==> src/rtl/uart_fifo_core.sv <==
// Avalon-MM UART slave: TX/RX FIFOs, 16x oversampled receiver, optional parity,
// one or two stop bits, sticky error flags and a maskable level interrupt.
module uart_fifo_core #(
  parameter int unsigned DATA_BITS     = 8,
  parameter int unsigned FIFO_DEPTH    = 16,
  parameter int unsigned DIVISOR_RESET = 26
) (
  input  logic        clk_clk,
  input  logic        reset_reset,
  input  logic        uart_rxd,
  output logic        uart_txd,
  output logic        irq,
  input  logic [2:0]  s1_address,
  input  logic        s1_chipselect,
  input  logic        s1_read_n,
  input  logic        s1_write_n,
  input  logic [15:0] s1_writedata,
  output logic [15:0] s1_readdata
);

  localparam int unsigned PtrW = (FIFO_DEPTH > 1) ? $clog2(FIFO_DEPTH) : 1;
  localparam int unsigned CntW = $clog2(FIFO_DEPTH + 1);
  localparam logic [CntW-1:0] FullCnt = CntW'(FIFO_DEPTH);
  localparam logic [3:0] LastBit = 4'(DATA_BITS - 1);

  typedef enum logic [2:0] {TxIdle, TxStart, TxData, TxParity, TxStop} tx_state_e;
  typedef enum logic [2:0] {RxIdle, RxStart, RxData, RxParity, RxStop, RxWaitHigh} rx_state_e;

  // Bus decode
  logic rd_stb, wr_stb, rd_en;
  assign rd_stb = s1_chipselect & ~s1_read_n;
  assign wr_stb = s1_chipselect & ~s1_write_n;
  assign rd_en  = rd_stb & ~wr_stb;

  logic div_wr, ctrl_wr, stat_wr, tx_wr_req;
  assign div_wr    = wr_stb && (s1_address == 3'd4);
  assign ctrl_wr   = wr_stb && (s1_address == 3'd3);
  assign stat_wr   = wr_stb && (s1_address == 3'd2);
  assign tx_wr_req = wr_stb && (s1_address == 3'd1);

  logic [5:0]  ctrl_q;
  logic [15:0] div_q;
  logic [3:0]  flags_q, flags_d, flag_set, flag_clr;
  logic        irq_q;
  logic [15:0] rdata_q, rd_mux;

  // Baud tick generator
  logic [15:0] bcnt_q;
  logic        tick;
  assign tick = (bcnt_q == div_q);

  always_ff @(posedge clk_clk or posedge reset_reset) begin
    if (reset_reset) begin
      bcnt_q <= '0;
    end else if (div_wr || tick) begin
      bcnt_q <= '0;
    end else begin
      bcnt_q <= bcnt_q + 16'd1;
    end
  end

  // TX FIFO
  logic [DATA_BITS-1:0] tx_mem [FIFO_DEPTH];
  logic [PtrW-1:0]      tx_wr_q, tx_rd_q;
  logic [CntW-1:0]      tx_cnt_q;
  logic                 tx_push, tx_pop, tx_empty, tx_full, tx_idle;
  logic [DATA_BITS-1:0] tx_head;

  assign tx_empty = (tx_cnt_q == '0);
  assign tx_full  = (tx_cnt_q == FullCnt);
  assign tx_push  = tx_wr_req && !tx_full;
  assign tx_head  = tx_mem[tx_rd_q];

  always_ff @(posedge clk_clk) begin
    if (tx_push) tx_mem[tx_wr_q] <= s1_writedata[DATA_BITS-1:0];
  end

  always_ff @(posedge clk_clk or posedge reset_reset) begin
    if (reset_reset) begin
      tx_wr_q  <= '0;
      tx_rd_q  <= '0;
      tx_cnt_q <= '0;
    end else begin
      if (tx_push) tx_wr_q <= tx_wr_q + PtrW'(1);
      if (tx_pop)  tx_rd_q <= tx_rd_q + PtrW'(1);
      case ({tx_push, tx_pop})
        2'b10:   tx_cnt_q <= tx_cnt_q + CntW'(1);
        2'b01:   tx_cnt_q <= tx_cnt_q - CntW'(1);
        default: tx_cnt_q <= tx_cnt_q;
      endcase
    end
  end

  // TX state machine; frames start on a tick so every bit is exactly 16 ticks
  tx_state_e            tx_state_q;
  logic [3:0]           tx_sub_q, tx_bit_q;
  logic [DATA_BITS-1:0] tx_shift_q;
  logic                 tx_par_q, tx_par_en_q, tx_two_stop_q, txd_q;
  logic                 tx_bit_end, tx_stop_done, tx_line;

  assign tx_bit_end   = tick && (tx_sub_q == 4'd15);
  assign tx_stop_done = (tx_state_q == TxStop) && tx_bit_end &&
                        (!tx_two_stop_q || (tx_bit_q != 4'd0));
  assign tx_pop       = !tx_empty && (((tx_state_q == TxIdle) && tick) || tx_stop_done);
  assign tx_idle      = tx_empty && (tx_state_q == TxIdle);

  always_comb begin
    tx_line = 1'b1;
    case (tx_state_q)
      TxStart:  tx_line = 1'b0;
      TxData:   tx_line = tx_shift_q[0];
      TxParity: tx_line = tx_par_q;
      default:  tx_line = 1'b1;
    endcase
  end

  always_ff @(posedge clk_clk or posedge reset_reset) begin
    if (reset_reset) begin
      tx_state_q    <= TxIdle;
      tx_sub_q      <= '0;
      tx_bit_q      <= '0;
      tx_shift_q    <= '0;
      tx_par_q      <= 1'b0;
      tx_par_en_q   <= 1'b0;
      tx_two_stop_q <= 1'b0;
      txd_q         <= 1'b1;
    end else begin
      txd_q <= tx_line;
      if (tick) tx_sub_q <= tx_sub_q + 4'd1;
      if (tx_pop) begin
        tx_state_q    <= TxStart;
        tx_sub_q      <= '0;
        tx_bit_q      <= '0;
        tx_shift_q    <= tx_head;
        tx_par_q      <= (^tx_head) ^ ctrl_q[4];
        tx_par_en_q   <= ctrl_q[3];
        tx_two_stop_q <= ctrl_q[5];
      end else if (tx_bit_end) begin
        unique case (tx_state_q)
          TxStart: begin
            tx_state_q <= TxData;
            tx_bit_q   <= '0;
          end
          TxData: begin
            tx_shift_q <= tx_shift_q >> 1;
            if (tx_bit_q == LastBit) begin
              tx_state_q <= tx_par_en_q ? TxParity : TxStop;
              tx_bit_q   <= '0;
            end else begin
              tx_bit_q <= tx_bit_q + 4'd1;
            end
          end
          TxParity: begin
            tx_state_q <= TxStop;
            tx_bit_q   <= '0;
          end
          TxStop: begin
            if (tx_stop_done) tx_state_q <= TxIdle;
            else              tx_bit_q   <= 4'd1;
          end
          default: tx_state_q <= TxIdle;
        endcase
      end
    end
  end

  assign uart_txd = txd_q;

  // RX synchroniser and state machine
  logic                 rx_s1_q, rx_s2_q, rx_prev_q;
  rx_state_e            rx_state_q;
  logic [3:0]           rx_sub_q, rx_bit_q;
  logic [DATA_BITS-1:0] rx_shift_q;
  logic                 rx_par_en_q, rx_par_odd_q, rx_par_bad_q;
  logic                 rx_sample, rx_push_req, rx_frm_set;

  assign rx_sample   = tick && ((rx_state_q == RxStart) ? (rx_sub_q == 4'd7)
                                                        : (rx_sub_q == 4'd15));
  assign rx_push_req = (rx_state_q == RxStop) && rx_sample && rx_s2_q;
  assign rx_frm_set  = (rx_state_q == RxStop) && rx_sample && !rx_s2_q;

  always_ff @(posedge clk_clk or posedge reset_reset) begin
    if (reset_reset) begin
      rx_s1_q      <= 1'b1;
      rx_s2_q      <= 1'b1;
      rx_prev_q    <= 1'b1;
      rx_state_q   <= RxIdle;
      rx_sub_q     <= '0;
      rx_bit_q     <= '0;
      rx_shift_q   <= '0;
      rx_par_en_q  <= 1'b0;
      rx_par_odd_q <= 1'b0;
      rx_par_bad_q <= 1'b0;
    end else begin
      rx_s1_q   <= uart_rxd;
      rx_s2_q   <= rx_s1_q;
      rx_prev_q <= rx_s2_q;
      if (tick) rx_sub_q <= rx_sub_q + 4'd1;
      unique case (rx_state_q)
        RxIdle: begin
          if (rx_prev_q && !rx_s2_q) begin
            rx_state_q   <= RxStart;
            rx_sub_q     <= '0;
            rx_par_en_q  <= ctrl_q[3];
            rx_par_odd_q <= ctrl_q[4];
            rx_par_bad_q <= 1'b0;
          end
        end
        RxStart: begin
          if (rx_sample) begin
            if (rx_s2_q) begin
              rx_state_q <= RxIdle;
            end else begin
              rx_state_q <= RxData;
              rx_sub_q   <= '0;
              rx_bit_q   <= '0;
            end
          end
        end
        RxData: begin
          if (rx_sample) begin
            rx_shift_q <= {rx_s2_q, rx_shift_q[DATA_BITS-1:1]};
            if (rx_bit_q == LastBit) rx_state_q <= rx_par_en_q ? RxParity : RxStop;
            else                     rx_bit_q   <= rx_bit_q + 4'd1;
          end
        end
        RxParity: begin
          if (rx_sample) begin
            rx_par_bad_q <= rx_s2_q ^ (^rx_shift_q) ^ rx_par_odd_q;
            rx_state_q   <= RxStop;
          end
        end
        RxStop: begin
          if (rx_sample) rx_state_q <= rx_s2_q ? RxIdle : RxWaitHigh;
        end
        RxWaitHigh: begin
          if (rx_s2_q) rx_state_q <= RxIdle;
        end
        default: rx_state_q <= RxIdle;
      endcase
    end
  end

  // RX FIFO; a pop in the completing cycle frees room for the new character
  logic [DATA_BITS-1:0] rx_mem [FIFO_DEPTH];
  logic [PtrW-1:0]      rx_wr_q, rx_rd_q;
  logic [CntW-1:0]      rx_cnt_q;
  logic                 rx_push, rx_pop, rx_avail, rx_full;
  logic [DATA_BITS-1:0] rx_head;

  assign rx_avail = (rx_cnt_q != '0);
  assign rx_full  = (rx_cnt_q == FullCnt);
  assign rx_pop   = rd_en && (s1_address == 3'd0) && rx_avail;
  assign rx_push  = rx_push_req && (!rx_full || rx_pop);
  assign rx_head  = rx_mem[rx_rd_q];

  always_ff @(posedge clk_clk) begin
    if (rx_push) rx_mem[rx_wr_q] <= rx_shift_q;
  end

  always_ff @(posedge clk_clk or posedge reset_reset) begin
    if (reset_reset) begin
      rx_wr_q  <= '0;
      rx_rd_q  <= '0;
      rx_cnt_q <= '0;
    end else begin
      if (rx_push) rx_wr_q <= rx_wr_q + PtrW'(1);
      if (rx_pop)  rx_rd_q <= rx_rd_q + PtrW'(1);
      case ({rx_push, rx_pop})
        2'b10:   rx_cnt_q <= rx_cnt_q + CntW'(1);
        2'b01:   rx_cnt_q <= rx_cnt_q - CntW'(1);
        default: rx_cnt_q <= rx_cnt_q;
      endcase
    end
  end

  // Sticky flags {tx_ovf, par_err, frm_err, rx_ovr}; set beats write-1-to-clear
  always_comb begin
    flag_set = {tx_wr_req && tx_full, rx_push_req && rx_par_bad_q, rx_frm_set,
                rx_push_req && rx_full && !rx_pop};
    flag_clr = stat_wr ? s1_writedata[7:4] : 4'd0;
    flags_d  = (flags_q & ~flag_clr) | flag_set;
  end

  always_comb begin
    rd_mux = '0;
    case (s1_address)
      3'd0: if (rx_avail) rd_mux = 16'h8000 | 16'(rx_head);
      3'd2: rd_mux = {8'd0, flags_q, tx_idle, tx_empty, tx_full, rx_avail};
      3'd3: rd_mux = {10'd0, ctrl_q};
      3'd4: rd_mux = div_q;
      3'd5: rd_mux = {8'(tx_cnt_q), 8'(rx_cnt_q)};
      default: rd_mux = '0;
    endcase
  end

  always_ff @(posedge clk_clk or posedge reset_reset) begin
    if (reset_reset) begin
      ctrl_q  <= '0;
      div_q   <= 16'(DIVISOR_RESET);
      flags_q <= '0;
      irq_q   <= 1'b0;
      rdata_q <= '0;
    end else begin
      if (ctrl_wr) ctrl_q <= s1_writedata[5:0];
      if (div_wr)  div_q  <= s1_writedata;
      flags_q <= flags_d;
      irq_q   <= (ctrl_q[0] & rx_avail) | (ctrl_q[1] & tx_empty) | (ctrl_q[2] & (|flags_q));
      if (rd_stb) rdata_q <= wr_stb ? 16'd0 : rd_mux;
    end
  end

  assign irq         = irq_q;
  assign s1_readdata = rdata_q;

endmodule

==> config.mk <==
export PLATFORM = sky130hd
export DESIGN_NAME = uart_fifo_core
export DESIGN_NICKNAME = d
export VERILOG_FILES = /design/src/rtl/uart_fifo_core.sv
export SDC_FILE = /design/constraint.sdc
export NUM_CORES = 1
export LEC_CHECK = 0
export CELL_PAD_IN_SITES_DETAIL_PLACEMENT = 0
export CELL_PAD_IN_SITES_GLOBAL_PLACEMENT = 1
export CORE_ASPECT_RATIO = 1.2
export CORE_MARGIN = 2
export CORE_UTILIZATION = 35
export DETAILED_ROUTE_END_ITERATION = 8
export DONT_BUFFER_PORTS = 1
export PLACE_DENSITY = 0.63
export SLEW_MARGIN = 20
export SYNTH_ARGS = -nofsm -noshare
export SYNTH_HDL_FRONTEND = slang
export SYNTH_SLANG_ARGS = --single-unit
export TNS_END_PERCENT = 50
==> constraint.sdc <==
create_clock -name clk_clk -period 7.5 [get_ports clk_clk]
set_input_delay 0.75 -clock clk_clk [delete_from_list [all_inputs] [get_ports clk_clk]]
set_output_delay 0.75 -clock clk_clk [all_outputs]
set_load 0.02 [all_outputs]
==> results of run 1 <==
[cell type report]
cell class | count | area share
sequential | 389 | 0.586
multi-input combinational | 641 | 0.289
clock buffer | 64 | 0.0629
tap | 623 | 0.0414
clock inverter | 12 | 0.00745
inverter | 31 | 0.00645
timing repair buffer | 16 | 0.00638
[cells by family after synthesis]
group,Yosys count,share of synthesized area
buffers and inverters,77,0.0205
AND/OR/NAND/NOR,290,0.0837
flip-flops,389,0.656
XOR/XNOR,70,0.0394
adder cells (fa/ha/maj),23,0.0176
multiplexers,129,0.132
AO/OA/AOI/OAI,129,0.0514
[synth_stat cells, types with 6 or more instances]
| cell | n |
|---|---|
| inv_1 | 29 |
| ha_1 | 22 |
| nand3_1 | 26 |
| mux2i_1 | 21 |
| xnor2_1 | 49 |
| and2_1 | 8 |
| dfstp_2 | 7 |
| nor4_1 | 8 |
| mux2_2 | 16 |
| nor3_1 | 10 |
| and3_1 | 10 |
| mux2_1 | 22 |
| nor2_1 | 66 |
| nand2_1 | 97 |
| a22oi_1 | 7 |
| dfrtp_1 | 126 |
| mux4_2 | 70 |
| edfxtp_1 | 256 |
| nor2b_1 | 13 |
| buf_2 | 6 |
| clkbuf_1 | 30 |
| nand2b_1 | 14 |
| a211oi_1 | 6 |
| o21ai_1 | 22 |
| nand4_1 | 14 |
| xor2_1 | 17 |
| a21oi_1 | 25 |
| o21ai_0 | 20 |
[power groups by stage]
stage | logic [mW] | registers (mW) | clock network [mW]
floorplan | 0.869 | 2.59 | 0
global placement | 0.994 | 2.71 | 0
detailed placement | 0.999 | 2.71 | 0
CTS | 1.01 | 2.66 | 2.05
global route | 1.08 | 2.69 | 2.14
finish | 0.982 | 2.66 | 1.99
[worst min-delay path by stage]
stage	startpoint	end	slack, ns	cells past startpoint
after floorplan	rx_s1_q	rx_s2_q	0.35	0
after global placement	rx_s1_q	rx_s2_q	0.35	0
after detailed placement	rx_s1_q	rx_s2_q	0.35	0
after CTS	uart_rxd	rx_s1_q	0.16	0
after global routing	uart_rxd	rx_s1_q	0.16	0
final	reset_reset	rx_bit_q[0]	0.16	1
[flip-flops by register name, summed over array words and instances, names as in the netlist, 5 cells and up]
register / cells
rx_mem: 128
rx_shift_q: 8
ctrl_q: 6
rx_cnt_q: 5
s1_readdata: 16
tx_shift_q: 8
bcnt_q: 16
div_q: 16
tx_mem: 128
tx_cnt_q: 5
[stage by stage]
stage	std cells	util	setup slack, ns
final	1776	0.398	3.97
after global routing	1776	0.398	3.69
after CTS	1776	0.398	4.00
after detailed placement	1700	0.370	3.75
after global placement	1700	0.370	3.79
after floorplan	1107	-	3.21
[worst max-delay path: cells and delay by family (launching register included)]
kind | cells | cell delay, ns
xor gates and xnor gates | 2 | 0.30
DFF | 1 | 0.46
and+or+nand+nor | 6 | 1.59
buffers and inverters | 1 | 0.24
AOI/OAI and AO/OA | 2 | 0.30
adders and majority gates | 2 | 0.51
[per-layer routing]
layer / vias up / global-route usage / share of wire / routed length, µm
met5: - / 0 / 0.00021 / 8
met4: 2 / 0.0448 / 0.023 / 878
met3: 57 / 0.0453 / 0.065 / 2510
met2: 183 / 0.274 / 0.51 / 19500
met1: 4670 / 0.197 / 0.41 / 15700
li1: 4216 / - / - / -
==> results.txt, run 1 <==
----------------------------------------------------
[Global route]
  First-pass GRT wire length ... 59.7 mm
  Via count of the first global-routing pass ... about 9500
  Largest net degree at the start of global routing ... 74
  GRT Util Overall ... 0.160
  Total congestion overflow ... 0
  Number of antenna violations at the first check in global routing ... 1

[STA]
  Tightest Pin Transition ... 0.947 ns
  Number of setup violations in the final report ... 0
  Achievable clock frequency ... 283 MHz
  Post-route clock period utilization ... 0.471
  Worst-case headroom to the max-slew limit ... 0.363
  Number of max-slew violations in the final report ... 0
  Min Tclk post-route ... 3.53 ns
  Fin Setup TNS ... 0 ns
  Worst hold slack across all endpoints ... around 0.16 ns
  Endpoints failing hold ... 0
  Worst clock skew on the final layout ... 0.0214 ns
  Unrepaired setup endpoints after global routing ... no

[CTS]
  Max clock buf depth ... 3
  CTS H-tree lvls ... 2
  Sink Count ... 389
  Hold buffers post-CTS ... 0
  Clk slew on worst S/H paths ... 0.06 ns
  Post-CTS setup repair buffer count ... 0
  CTS root buf ... clkbuf_16
  # resized after CTS ... 0
  Worst skew pair latency ... 0.56 ns
  Cts bufs inserted ... 41
  CTS tree ... yes

[Floorplan]
  Width of the die ... roughly 200 µm
  Starting density of the core ... 0.356
  Number of ports placed on the die boundary ... 43
  Floorplan core area ... 47200 µm²
  Die Y-Extent ... approximately 240 µm
  Total Die Area ... 49800 µm²
  Row count ... 87

[Placement]
  Buffers on Ports ... 0
  Post-DP Area ... 17500 µm²
  Routability cong. ... 0.795
  Final HPWL from detailed placement ... ~26 mm

[Synth]
  Biggest area consumer among synthesized cells ... edfxtp_1
  Fraction of the yosys area taken by sequential cells ... 0.656
  Number of distinct standard cells referenced by the synthesized netlist ... 72
  Share of the synthesized area in the top cell type ... 0.457
  Post-synth net total ... 1155
  Cells after synthesis ... 1107
  Synth async-reset ratio ... 0.342
  Most used DFF post-synth ... edfxtp_1
  Mean area per synthesized cell ... 15.2 µm²
  Number of flops mapped to enable cells by yosys ... 256
  Cell area after synthesis ... between 15000 and 20000 µm²
  Largest cells by area after synthesis ... edfxtp_1 46%, dfrtp_1 19%, mux4_2 9.4%
  Ys Warns ... 0
  Synthesis-stage register bit count ... 389

[Power and ir drop]
  Switching fraction of total power ... 0.272
  Proportion of power drawn by flip-flops and latches ... 0.472
  Switching power of the nets ... about 1.5 mW
  Final Power ... 5.64 mW
  Maximum resistive drop on vdd ... 189 µV
  Part of the power in combinational logic ... 0.174
  Power Density ... 300 nW/µm²
  Part of the power in the clock network ... 0.353
  Internal power of the cells ... 4.10 mW
  Leakage power ... 6.69 nW

[Worst setup path]
  Capture point of the critical path ... tx_cnt_q[4]
  Critical path fanouts, max ... 16
  Delay of the slowest critical-path stage ... 0.49 ns
  Minimum setup slack among reg-to-reg paths ... 3.97 ns
  Data arrival time of the critical path ... 3.96 ns
  Cell count of the worst reg-to-reg path ... 13
  Cell Chain, Critical Path ... nor4_1 -> nand2b_1 -> and3_1 -> nand2_1 -> inv_2 -> ha_1 -> xor2_1 -> ha_1 -> nand3_1 -> o21ai_0 -> a222oi_1 -> nor2_1 -> xor2_1
  Sort of element at the end of the critical path ... flop
  Data required time at the worst endpoint ... 7.93 ns
  Kind of launch point of the worst setup path ... flop
  Launching element of the worst setup path ... tx_cnt_q[1]
  Startpoint of the worst-slack reg-to-reg timing path ... tx_cnt_q[1]
  Max stage delay cell, worst path ... nor4_1
  Reg2reg end ... tx_cnt_q[4]
  CP Class ... flop to flop

[Final layout]
  Ratio of cells with drive above 1 in the final layout ... 0.162
  Register area ... 11000 µm²
  Commonest non-fill, non-tap cells in the layout ... 256 x edfxtp_1, 124 x dfrtp_1, 97 x nand2_1
  Diode insertion count for antenna repair ... 0
  Most common cell after layout, fill and taps aside ... edfxtp_1
  Final std cell area, no fill ... 18800 µm²
  Nets ... 1168
  Fill cell count ... between 4000 and 5000
  P&R area growth vs syn ... 12.0%
  Multi-input logic area ... 5450 µm²

[Detailed routing]
  DR iter-0 viols ... 589
  Antenna-violating nets left ... 0
  Total via count after detailed routing ... 9128
  DRT Wirelength ... 38.6 mm
  First-pass detailed-route iteration total ... 5
  DR WL/cell ... 21.8 µm
  Vias per Instance ... 5.14
  Residual DRC ... 0

[Run]
  Count of max-cap constraint violations ... 0

[Min path]
  Classification of the worst-slack hold path ... input port to async pin

[Status]
  Run status ... complete, no violations

----------------------------------------------------
Power figures use the tool's default switching activity.
==> inputs of run 2 (changes only) <==
clock period = 3.3 ns   (was 7.5 ns; I/O delays follow)
==> results.txt, run 2 (synthesized netlist as in run 1, its figures left out) <==
----------------------------------------------------
[STA]
  Tightest Pin Transition ... 1.01 ns (+0.0672 ns)
  Achievable clock frequency ... 323 MHz (+14%)
  Number of max-slew violations in the final report ... 0 (unchanged)
  Unrepaired setup endpoints after global routing ... no
  Min Tclk post-route ... 3.10 ns (-0.435 ns)
  Worst clock skew on the final layout ... 0.0208 ns (-0.000662 ns)
  Endpoints failing hold ... 0 (unchanged)
  Number of setup violations in the final report ... 0 (unchanged)
  Post-route clock period utilization ... 0.938 (+0.467)
  Worst hold slack across all endpoints ... 0.0333 ns (-0.124 ns)
  Fin Setup TNS ... 0 ns (unchanged)
  Worst-case headroom to the max-slew limit ... 0.321 (-0.0418)

[Floorplan]
  Number of ports placed on the die boundary ... 43 (unchanged)
  Total Die Area ... 49800 µm² (unchanged)
  Floorplan core area ... 47200 µm² (unchanged)
  Die Y-Extent ... 244 µm (unchanged)
  Starting density of the core ... 0.356 (unchanged)
  Row count ... 87 (unchanged)
  Width of the die ... 204 µm (unchanged)

[Final layout]
  Commonest non-fill, non-tap cells in the layout ... 256 x edfxtp_1, 124 x dfrtp_1, 97 x nand2_1
  Most common cell after layout, fill and taps aside ... edfxtp_1
  Largest registers ... rx_mem: 128 flops, tx_mem: 128 flops
  P&R area growth vs syn ... 15.6%
  Diode insertion count for antenna repair ... 0 (unchanged)
  Ratio of cells with drive above 1 in the final layout ... 0.187 (+0.0252)
  Nets ... 1231 (+5.4%)

[Worst setup path]
  CP Class ... flop to flop
  Launching element of the worst setup path ... bcnt_q[12]
  Capture point of the critical path ... rx_mem[8][5]
  Cell count of the worst reg-to-reg path ... 8 (-5)
  Data required time at the worst endpoint ... 3.55 ns (-4.38 ns)
  Sort of element at the end of the critical path ... flop
  Max stage delay cell, worst path ... nor4_1
  Data arrival time of the critical path ... 3.35 ns (-0.61 ns)
  Delay of the slowest critical-path stage ... 0.57 ns (+0.08 ns)
  Minimum setup slack among reg-to-reg paths ... 0.20 ns (-3.77 ns)
  Kind of launch point of the worst setup path ... flop
  Startpoint of the worst-slack reg-to-reg timing path ... bcnt_q[12]
  Reg2reg end ... rx_mem[8][5]
  Cell Chain, Critical Path ... xnor2_1 -> nand4_1 -> nor4_1 -> buf_4 -> nand4_1 -> nor3b_1 -> and2_1 -> buf_4
  Critical path fanouts, max ... 8 (-8)

[CTS]
  Cts bufs inserted ... 42 (+2.4%)
  # resized after CTS ... 0 (unchanged)
  CTS tree ... yes
  CTS H-tree lvls ... 2 (unchanged)
  Worst skew pair latency ... 0.56 ns (about the same)
  CTS root buf ... clkbuf_16
  Sink Count ... 389 (unchanged)
  Clk slew on worst S/H paths ... 0.06 ns (about the same)
  Max clock buf depth ... 3 (unchanged)

[Global route]
  First-pass GRT wire length ... 60.0 mm (+0.50%)
  Via count of the first global-routing pass ... 9731 (+2.1%)
  GRT Util Overall ... 0.160 (+0.000575)
  Total congestion overflow ... 0 (unchanged)
  Largest net degree at the start of global routing ... 134 (+81%)
  Number of antenna violations at the first check in global routing ... 0 (-1)

[Placement]
  Buffers on Ports ... 0 (unchanged)
  Routability cong. ... 0.769 (-3.3%)
  Final HPWL from detailed placement ... 25.9 mm (-1.9%)

[Power and ir drop]
  Internal power of the cells ... 9.60 mW (+130%)
  Leakage power ... 7.03 nW (+5.1%)
  Part of the power in combinational logic ... 0.183 (+0.009)
  Maximum resistive drop on vdd ... 390 µV (+110%)
  Power Density ... 676 nW/µm² (+130%)
  Switching power of the nets ... 3.54 mW (+130%)
  Proportion of power drawn by flip-flops and latches ... 0.458 (-0.014)
  Switching fraction of total power ... 0.269 (-0.00276)
  Part of the power in the clock network ... 0.360 (+0.007)

[Run]
  Count of max-cap constraint violations ... 0 (unchanged)

[Detailed routing]
  DR WL/cell ... 21.1 µm (-3.1%)
  First-pass detailed-route iteration total ... 5 (unchanged)
  Vias per Instance ... 5.09 (-1.0%)
  Residual DRC ... 0 (unchanged)
  DR iter-0 viols ... 627 (+6.5%)
  DRT Wirelength ... 38.8 mm (+0.35%)
  Total via count after detailed routing ... 9360 (+2.5%)
  Antenna-violating nets left ... 0 (unchanged)

[Min path]
  Min-Delay Startpoint ... s1_address[0]
  Classification of the worst-slack hold path ... input port to flop

[Status]
  Run status ... complete, no violations

----------------------------------------------------
[run 2: changes by cell type in the layout (fill, tap and decap cells not counted), sizes merged]
cell,previous run,this run
clkinv,9,10
bufinv,2,4
clkbuf,64,63
inv,32,31
buf,16,59
clkinvlp,0,1
dlygate4sd3,0,19
[run 2: layer usage]
metal / GRT usage / wire length (µm) / vias up
met3: 0.0346 / 1790 / 56
li1: - / - / 4352
met4: 0.0450 / 873 / 0
met5: 0 / 0 / -
met2: 0.282 / 20000 / 154
met1: 0.198 / 16100 / 4798
[run 2: worst max-delay path, delay by kind of cell, from the launching register on]
kind	cells	cell delay, ns
buffers and inverters	2	0.40
xor gates and xnor gates	1	0.17
DFF	1	0.42
and+or+nand+nor	5	1.80
[run 2: what timing repair did]
item / 4_1_cts / 5_1_grt
hold buffers: 19 / 0
hold endpoints to repair: 283 / 0
buffers inserted: 0 / 0
[run 2: worst min-delay path by stage]
stage / end / slack [ns] / cells after the start
after detailed placement: rx_s1_q / 0.34 / 0
after global placement: rx_s1_q / 0.34 / 0
after floorplan: rx_s1_q / 0.33 / 0
after global routing: s1_readdata[10] / 0.04 / 2
after CTS: s1_readdata[14] / 0.008 / 3
final: s1_readdata[14] / 0.03 / 3
[run 2: metrics by stage]
| stage | cells | total power [mW] | instance area [µm²] | util | setup slack [ns] |
|---|---|---|---|---|---|
| finish | 1840 | 13.1 | 19400 | 0.411 | 0.204 |
| global route | 1840 | 13.8 | 19400 | 0.411 | 0.0277 |
| CTS | 1840 | 13.3 | 19400 | 0.411 | 0.225 |
| detailed placement | 1743 | 8.51 | 17900 | 0.378 | 0.233 |
| global placement | 1743 | 8.49 | 17900 | 0.378 | 0.248 |
| floorplan | 1107 | 7.86 | 16800 | - | 0.0860 |
[run 2: area by class of cell]
| type | count | area, µm² |
|---|---|---|
| tap | 623 | 779 |
| fill | 4344 | 27800 |
| multi-input combinational | 641 | 5440 |
| inverter | 31 | 120 |
| clock buffer | 63 | 1180 |
| timing repair buffer | 78 | 683 |
| clock inverter | 15 | 199 |
| sequential | 389 | 11000 |
[run 2: power groups by stage]
| stage | combinational, mW | sequential [mW] | clock (mW) |
|---|---|---|---|
| finish | 2.40 | 6.01 | 4.72 |
| global route | 2.67 | 6.08 | 5.04 |
| CTS | 2.46 | 6.02 | 4.85 |
| detailed placement | 2.39 | 6.11 | 0 |
| global placement | 2.39 | 6.10 | 0 |
| floorplan | 1.98 | 5.89 | 0 |
==> inputs of run 3 (changes only) <==
CORE_UTILIZATION = 54   (was 35)
PLACE_DENSITY = 0.87   (was 0.63)
==> results.txt, run 3 (synthesized netlist as in run 1, its figures left out) <==
----------------------------------------------------
[Detailed routing]
  DR iter-0 viols ... 922 (+47%)
  DRT Wirelength ... 35.5 mm (-8.3%)
  Total via count after detailed routing ... 9529 (+1.8%)
  DR WL/cell ... 22.3 µm (+5.8%)
  First-pass detailed-route iteration total ... 5 (unchanged)
  Antenna-violating nets left ... 0 (unchanged)
  Residual DRC ... 0 (unchanged)
  Vias per Instance ... 5.98 (+18%)

[Floorplan]
  Die Y-Extent ... 197 µm (-19%)
  Total Die Area ... 32600 µm² (-35%)
  Starting density of the core ... 0.550 (+0.194)
  Row count ... 70 (-20%)
  Floorplan core area ... 30600 µm² (-35%)
  Number of ports placed on the die boundary ... 43 (unchanged)
  Width of the die ... 165 µm (-19%)

[Worst setup path]
  Critical path fanouts, max ... 8 (unchanged)
  Cell count of the worst reg-to-reg path ... 7 (-1)
  Data required time at the worst endpoint ... 3.49 ns (-0.06 ns)
  Kind of launch point of the worst setup path ... flop
  Startpoint of the worst-slack reg-to-reg timing path ... bcnt_q[12]
  Minimum setup slack among reg-to-reg paths ... 0.21 ns (about the same)
  Buffers and inverters on the worst path ... 1 (-1)
  Kind of cell with the highest combined delay on the critical path ... simple AND/OR/NAND/NOR gates
  Most frequent CP cell ... nand4_1
  Max stage delay cell, worst path ... nor4_1
  Delay of the slowest critical-path stage ... 0.52 ns (-0.05 ns)
  CP Class ... flop to flop
  Reg2reg end ... rx_mem[9][5]
  Cell Chain, Critical Path ... xnor2_1 -> nand4_1 -> nor4_1 -> buf_4 -> nand4_1 -> nor3b_1 -> and2_1
  Data arrival time of the critical path ... 3.29 ns (-0.06 ns)
  Sort of element at the end of the critical path ... flop

[CTS]
  Worst skew pair latency ... 0.55 ns (about the same)
  CTS tree ... yes
  Post-CTS setup repair buffer count ... 0 (unchanged)
  Max clock buf depth ... 3 (unchanged)
  CTS root buf ... clkbuf_16
  Sink Count ... 389 (unchanged)
  CTS H-tree lvls ... 2 (unchanged)
  Cts bufs inserted ... 40 (-4.8%)
  Clk slew on worst S/H paths ... 0.06 ns (about the same)

[STA]
  Worst clock skew on the final layout ... 0.0326 ns (+0.0118 ns)
  Fin Setup TNS ... 0 ns (unchanged)
  Post-route clock period utilization ... 0.937 (about the same)
  Number of max-slew violations in the final report ... 0 (unchanged)
  Number of setup violations in the final report ... 0 (unchanged)
  Min Tclk post-route ... 3.09 ns (-0.00234 ns)
  Endpoints failing hold ... 0 (unchanged)
  Achievable clock frequency ... 323 MHz (about the same)
  Worst-case headroom to the max-slew limit ... 0.381 (+0.0596)
  Unrepaired setup endpoints after global routing ... no
  Tightest Pin Transition ... 0.929 ns (-0.0860 ns)

[Final layout]
  Diode insertion count for antenna repair ... 0 (unchanged)
  Register area ... 11000 µm² (unchanged)
  Largest registers ... rx_mem: 128 flops, tx_mem: 128 flops
  Commonest non-fill, non-tap cells in the layout ... 256 x edfxtp_1, 124 x dfrtp_1, 97 x nand2_1
  Multi-input logic area ... 5440 µm² (unchanged)
  P&R area growth vs syn ... 13.4%
  Ratio of cells with drive above 1 in the final layout ... 0.181 (-0.00621)
  Nets ... 1216 (-1.2%)
  Utilization after layout ... 0.624 (+0.212)
  Fill cell count ... 2181 (-50%)
  Most common cell after layout, fill and taps aside ... edfxtp_1

[Global route]
  Met2 usage ... 0.395 (+0.113)
  Met1 demand-to-capacity share in global routing ... 0.296 (+0.0976)
  Via count of the first global-routing pass ... 9735 (+0.041%)
  Largest net degree at the start of global routing ... 123 (-8.2%)
  Total congestion overflow ... 0 (unchanged)
  First-pass GRT wire length ... 56.0 mm (-6.6%)
  Number of antenna violations at the first check in global routing ... 0 (unchanged)
  GRT Util Overall ... 0.227 (+0.0667)
  Most heavily used metal layer in global routing ... met2
  Met3 Usage GRT ... 0.0365 (+0.00188)

[Placement]
  Routability cong. ... 0.868 (+13%)
  Buffers on Ports ... 0 (unchanged)
  Final HPWL from detailed placement ... 23.6 mm (-8.9%)

[Min path]
  Endpoint of the worst hold-timing path ... s1_readdata[8]
  Min-Delay Startpoint ... s1_address[0]
  Hold-critical path depth ... 2 (-1)
  Classification of the worst-slack hold path ... input port to flop

[Power and ir drop]
  Maximum resistive drop on vdd ... 734 µV (+88%)
  Power Density ... 689 nW/µm² (+2.0%)
  Final Power ... 13.1 mW (about the same)
  Leakage power ... 6.95 nW (-1.2%)

[Run]
  Count of max-cap constraint violations ... 0 (unchanged)

[Status]
  Run status ... complete, no violations

----------------------------------------------------
==> run 3: changes by cell type in the layout (fill, tap and decap cells not counted) <==
cell,delta
buf_4,-14
bufinv_16,+4
clkbuf_1,-14
clkbuf_16,-4
clkinv_1,+5
clkinv_2,-2
clkinv_8,-1
clkinvlp_4,+5
dlygate4sd3_1,+1
inv_6,+1
==> run 3: repair_timing <==
action                     CTS  global route
hold endpoints to repair   169             0
hold buffers                20             0
gates resized for setup      0             0
setup endpoints to repair    0             0
==> run 3: layout make-up <==
class | count | area share
multi-input combinational | 641 | 0.285
timing repair buffer | 65 | 0.0309
tap | 396 | 0.0260
inverter | 31 | 0.00630
clock buffer | 45 | 0.0540
clock inverter | 27 | 0.0188
sequential | 389 | 0.579
==> run 3: metal layers <==
metal / vias up / routed length, µm
li1: 4314 / -
met1: 4929 / 14400
met2: 233 / 18600
met3: 53 / 1690
met4: 0 / 829
met5: - / 0
==> run 3: worst max-delay path by stage <==
stage	startpoint	endpoint	slack [ns]	cells past startpoint
2_1_floorplan	div_q[1]	tx_cnt_q[4]	0.09	13
3_3_place_gp	bcnt_q[12]	rx_mem[10][6]	0.24	7
3_5_place_dp	bcnt_q[12]	rx_mem[9][6]	0.21	7
4_1_cts	bcnt_q[12]	rx_mem[9][5]	0.18	7
5_1_grt	bcnt_q[8]	rx_mem[6][0]	0.002	7
6_report	bcnt_q[12]	rx_mem[9][5]	0.21	7
==> run 3: per-stage QoR <==
stage	cell area, µm²	hold WS, ns	setup WS [ns]	std cells
5_1_grt	19100	0.0568	0.00172	1594
6_report	19100	0.0295	0.206	1594
3_3_place_gp	17500	0.184	0.239	1502
4_1_cts	19100	0.00816	0.183	1594
2_1_floorplan	16800	0.334	0.0860	1107
3_5_place_dp	17500	0.181	0.212	1502
==> run 3: worst reg2reg max path, stage by stage (launching register included) <==
cell and delay, ns:
dfrtp_1 0.43, xnor2_1 0.16, nand4_1 0.23, nor4_1 0.52
buf_4 0.20, nand4_1 0.28, nor3b_1 0.45, and2_1 0.48
==> run 3: power breakdown <==
part,total [mW],internal [mW],switching [mW]
Clock,4.75,2.88,1.86
Sequential,5.98,5.53,0.450
Combinational,2.41,1.24,1.18
Total,13.1,9.65,3.49
==> patch 1 (flow settings as in run 3) <==
Remove the register `irq_q`: a continuous assignment takes its place, so the output `irq` follows one clock earlier.
--- a/src/rtl/uart_fifo_core.sv
+++ b/src/rtl/uart_fifo_core.sv
@@ -299,16 +299,16 @@
       ctrl_q  <= '0;
       div_q   <= 16'(DIVISOR_RESET);
       flags_q <= '0;
-      irq_q   <= 1'b0;
       rdata_q <= '0;
     end else begin
       if (ctrl_wr) ctrl_q <= s1_writedata[5:0];
       if (div_wr)  div_q  <= s1_writedata;
       flags_q <= flags_d;
-      irq_q   <= (ctrl_q[0] & rx_avail) | (ctrl_q[1] & tx_empty) | (ctrl_q[2] & (|flags_q));
       if (rd_stb) rdata_q <= wr_stb ? 16'd0 : rd_mux;
     end
   end
+
+  assign irq_q = (ctrl_q[0] & rx_avail) | (ctrl_q[1] & tx_empty) | (ctrl_q[2] & (|flags_q));
 
   assign irq         = irq_q;
   assign s1_readdata = rdata_q;
Function: changed (a bounded check fails within 4 cycles, from zero or initial values and one cycle with reset_reset high).
==> patch 1 against run 3 <==
  * Final area shrank 0.56%
  * Area after synthesis decreased by 0.15%
  * Total power fell by 3.7%
  * Synthesized cell count is essentially flat
  * Fmax grew 2.4%
  * Sequential cell count down 1
  * Count of clock-buffer cells in the layout up 4
  * Sequential share of layout area increased by 0.20 points
  * Wire length increased by 0.40%
  * Setup slack better by 73 ps
  * Highest routed layer unchanged
==> patch 1: results (changes against run 3) <==
Status
  • Status: complete, no violations

Placed design
  • PortBufs: 0 (unchanged)
  • Placed Cells: 1510 (+0.53%)
  • Final RePlAce weighted congestion: 0.886 (+2.1%)
  • DP HPWL: 24100 um (+2.3%)

Global route
  • Vias in the first global route: 9833 (+1.0%)
  • Largest net degree at the start of global routing: 72 (-41%)
  • Initial antenna violation count: 1 (+1)
  • Overall Global Routing Usage: 0.230 (+0.00260)
  • First-pass GRT wire length: 56600 um (+0.98%)
  • Grt ovf: 0 (unchanged)

Setup path
  • CP Max Fanout: 6 (-2)
  • R2R depth: 9 (+2)
  • Crit Path Class: flip-flop to flip-flop
  • Crit path DAT: 3490 ps (+200 ps)
  • Critical path's largest stage delay: 610 ps (+90 ps)
  • Reg2reg start: div_q[1]$_DFFE_PP1P_
  • Reg2Reg Capture Point: rx_cnt_q[4]$_DFFE_PP0P_
  • Worst R2R Setup Slack: 280 ps (+70 ps)
  • Top delay family on crit path: simple AND/OR/NAND/NOR gates
  • Slowest stage cell on the critical path: or4_1

CTS
  • H-tree lvl count: 2 (unchanged)
  • CTS resizes: 0 (unchanged)
  • CTS Buf Count: 39 (-2.5%)
  • Clock Pin Slew Worst Setup and Hold Paths: 60 ps (about the same)
  • Clock Tree Buf Depth: 3 (unchanged)
  • Root buf cell: clkbuf_16
  • Latest clock arrival within the worst-skew pair: 540 ps

Route
  • Uppermost routed layer: met4
  • DR iter-0 viols: 710 (-23%)
  • Routed met1 length: 14100 um (-1.9%)
  • Met3 routed WL: 1920 um (+14%)
  • DRT Pass-1 Iters: 6 (+1)
  • Met2 Wirelength: 18900 um (+1.7%)
  • Number of vias per cell: 5.94 (-0.66%)
  • Wire per inst: 22.3 um (about the same)

Logic synthesis
  • Async S/R FF share, synth: 0.340 (-0.00170)
  • Yosys warns: 0 (unchanged)
  • EDFF count, synth: 256 (unchanged)
  • Ranking of synthesized cells by area: edfxtp_1, dfrtp_1, mux4_2
  • Sequential element share of the synthesized area: 0.655 (about the same)
  • Yosys cell types: 72 (unchanged)
  • Post-Syn Nets: 1154 (-0.087%)
  • Commonest cells post-synth: edfxtp_1, dfrtp_1, nand2_1
  • Cells after synthesis: 1106 (-0.090%)

Power
  • Switch share: 0.271 (+0.00579)
  • Leak pwr: 6.92 nW (-0.42%)
  • VDD IR-drop max: 688 uV (-6.3%)

Layout
  • Final cell count without fillers: 1600 (+0.38%)
  • Biggest regs: rx_mem: 128 flops, tx_mem: 128 flops
  • Fraction of layout cells with a size suffix above 1: 0.185 (+0.00340)

Worst hold path
  • Tightest Hold Check Type: primary input to flip-flop
  • Hold Path End: s1_readdata[9]$_DFFE_PP0P_
  • Hold Startpoint: s1_address[0]
  • Hold depth: 2 (unchanged)

Timing
  • Max_slew headroom: 0.377 (-0.00428)
  • Hold_ws: 36.0 ps (+6.46 ps)
  • Layout Skew: 39.7 ps (+7.09 ps)
## patch 1: through the flow
step	total power [mW]	setup slack, ps	utilization	cell area (um2)
2_1_floorplan	7.84	86.0	-	16800
3_3_place_gp	8.39	309	0.573	17500
3_5_place_dp	8.44	245	0.573	17500
4_1_cts	12.7	255	0.620	18900
5_1_grt	13.2	61.6	0.620	19000
6_report	12.7	280	0.620	19000
## patch 1: cell families (layout without fill, tap and decap cells)
group           after synthesis  in the layout  share of synthesized area
other cells                   0              1                          0
fa+ha+maj                    23             23                     0.0176
simple gates                290            290                     0.0838
buf+inv                      77            174                     0.0205
xor+xnor                     70             70                     0.0394
compound gates              129            129                     0.0514
flops                       388            388                      0.655
mux                         129            129                      0.132
## patch 1: timing repair
| action | in CTS | in global routing |
|---|---|---|
| hold buffers | 19 | 0 |
| buffers inserted | 0 | 0 |
| endpoints found under the hold margin | 181 | 0 |
## patch 1: layout make-up
class / count / area (um2)
clock buffer: 49 / 1050
antenna: 1 / 2.50
clock inverter: 21 / 178
sequential: 388 / 11000
inverter: 31 / 120
multi-input combinational: 641 / 5440
timing repair buffer: 73 / 658
fill: 2163 / 11600
tap: 396 / 495
## patch 1: power by group through the flow
stage          Clock (mW)  Sequential, mW  Combinational [mW]
3_5_place_dp            0            6.10                2.34
4_1_cts              4.32            6.01                2.41
6_report             4.26            6.02                2.38
3_3_place_gp            0            6.09                2.30
5_1_grt              4.51            6.08                2.63
2_1_floorplan           0            5.86                1.98
## patch 1: layer usage
metal  track usage  vias to the layer above
met4        0.0535                        0
li1              -                     4323
met5             0                        -
met1         0.293                     4896
met3        0.0428                       50
met2         0.407                      233
==> patch 2 (flow settings as in run 3) <==
Without the edit above. Change the parameter `DIVISOR_RESET` from 26 to 16.
--- a/src/rtl/uart_fifo_core.sv
+++ b/src/rtl/uart_fifo_core.sv
@@ -3,7 +3,7 @@
 module uart_fifo_core #(
   parameter int unsigned DATA_BITS     = 8,
   parameter int unsigned FIFO_DEPTH    = 16,
-  parameter int unsigned DIVISOR_RESET = 26
+  parameter int unsigned DIVISOR_RESET = 16
 ) (
   input  logic        clk_clk,
   input  logic        reset_reset,
Behaviour: not the same (a bounded check fails within 4 cycles, from zero or initial values and one cycle with reset_reset high).
==> patch 2 against run 3 <==
  * Cell count is 0.13% higher
  * Highest routed layer unchanged
  * Sequential cell count unchanged
  * Wire length increased by 0.57%
  * Area after synthesis barely moved
  * Clock skew fell by 11 ps
  * Non-clock buffer count rose by 3
  * Final area is essentially flat
  * Sequential share of layout area about the same
  * Largest power group unchanged
  * Setup slack better by 27 ps
  * Total power shrank 0.54%
==> patch 2: results (changes against run 3) <==
Global route
  • First-pass GRT wire length: 56400 um (+0.69%)
  • Largest net degree at the start of global routing: 38 (-69%)
  • Vias in the first global route: 10000 (+2.7%)
  • Overall Global Routing Usage: 0.229 (+0.00218)

Layout
  • Multi-input combinational area share: 0.286 (about the same)
  • Fillcell total: 2168 (-0.60%)
  • Reg area: 0.0110 mm2 (about the same)
  • Layout net count: 1219 (+0.25%)
  • Clock Buffer Count: 47 (+4.4%)
  • Sequential cell area share: 0.578 (about the same)

Status
  • Status: complete, no violations

Setup path
  • Worst setup path end: rx_mem[9][2]$_DFFE_PP_
  • Crit path DAT: 3250 ps (-40 ps)

Power
  • Leak pwr: 6.97 nW (+0.33%)
  • VDD IR-drop max: 548 uV (-25%)

Route
  • DR iter-0 viols: 912 (-1.1%)
  • Via Count: 9455 (-0.78%)
  • Wire per inst: 22.4 um (+0.44%)
  • Final WL: 35700 um (+0.57%)

Placed design
  • Final RePlAce weighted congestion: 0.835 (-3.8%)
  • Placed Cells: 1506 (+0.27%)
  • DP HPWL: 23600 um (about the same)

Logic synthesis
  • Sequential element share of the synthesized area: 0.656 (about the same)

Timing
  • Hold_ws: 40.8 ps (+11.3 ps)
  • Max Fclk: 326 MHz (+0.89%)
  • Layout Skew: 21.7 ps (-10.9 ps)
[patch 2: kinds of logic (layout without fill, tap and decap cells)]
group / count (synthesis) / after routing / share of synthesized area
adders and majority gates: 23 / 23 / 0.0176
DFF: 389 / 389 / 0.656
muxes: 129 / 129 / 0.132
AOI/OAI and AO/OA: 129 / 129 / 0.0514
xor gates and xnor gates: 70 / 70 / 0.0394
and+or+nand+nor: 290 / 290 / 0.0837
buffers and inverters: 77 / 170 / 0.0205
[patch 2: metal layers]
metal,share of wire,global-route usage
met1,0.40,0.291
met2,0.51,0.392
met3,0.059,0.0466
met4,0.031,0.0799
met5,0,0
[patch 2: what timing repair did]
item	in CTS	in global routing
gates resized for setup	0	2
endpoints found under the hold margin	188	0
setup endpoints to repair	0	16
hold buffers	19	0
[patch 2: power by group]
group	switching, mW	internal [mW]	leakage, nW
clock network	1.83	2.86	0.663
logic	1.18	1.23	2.24
registers	0.449	5.53	4.06
total	3.45	9.62	6.97
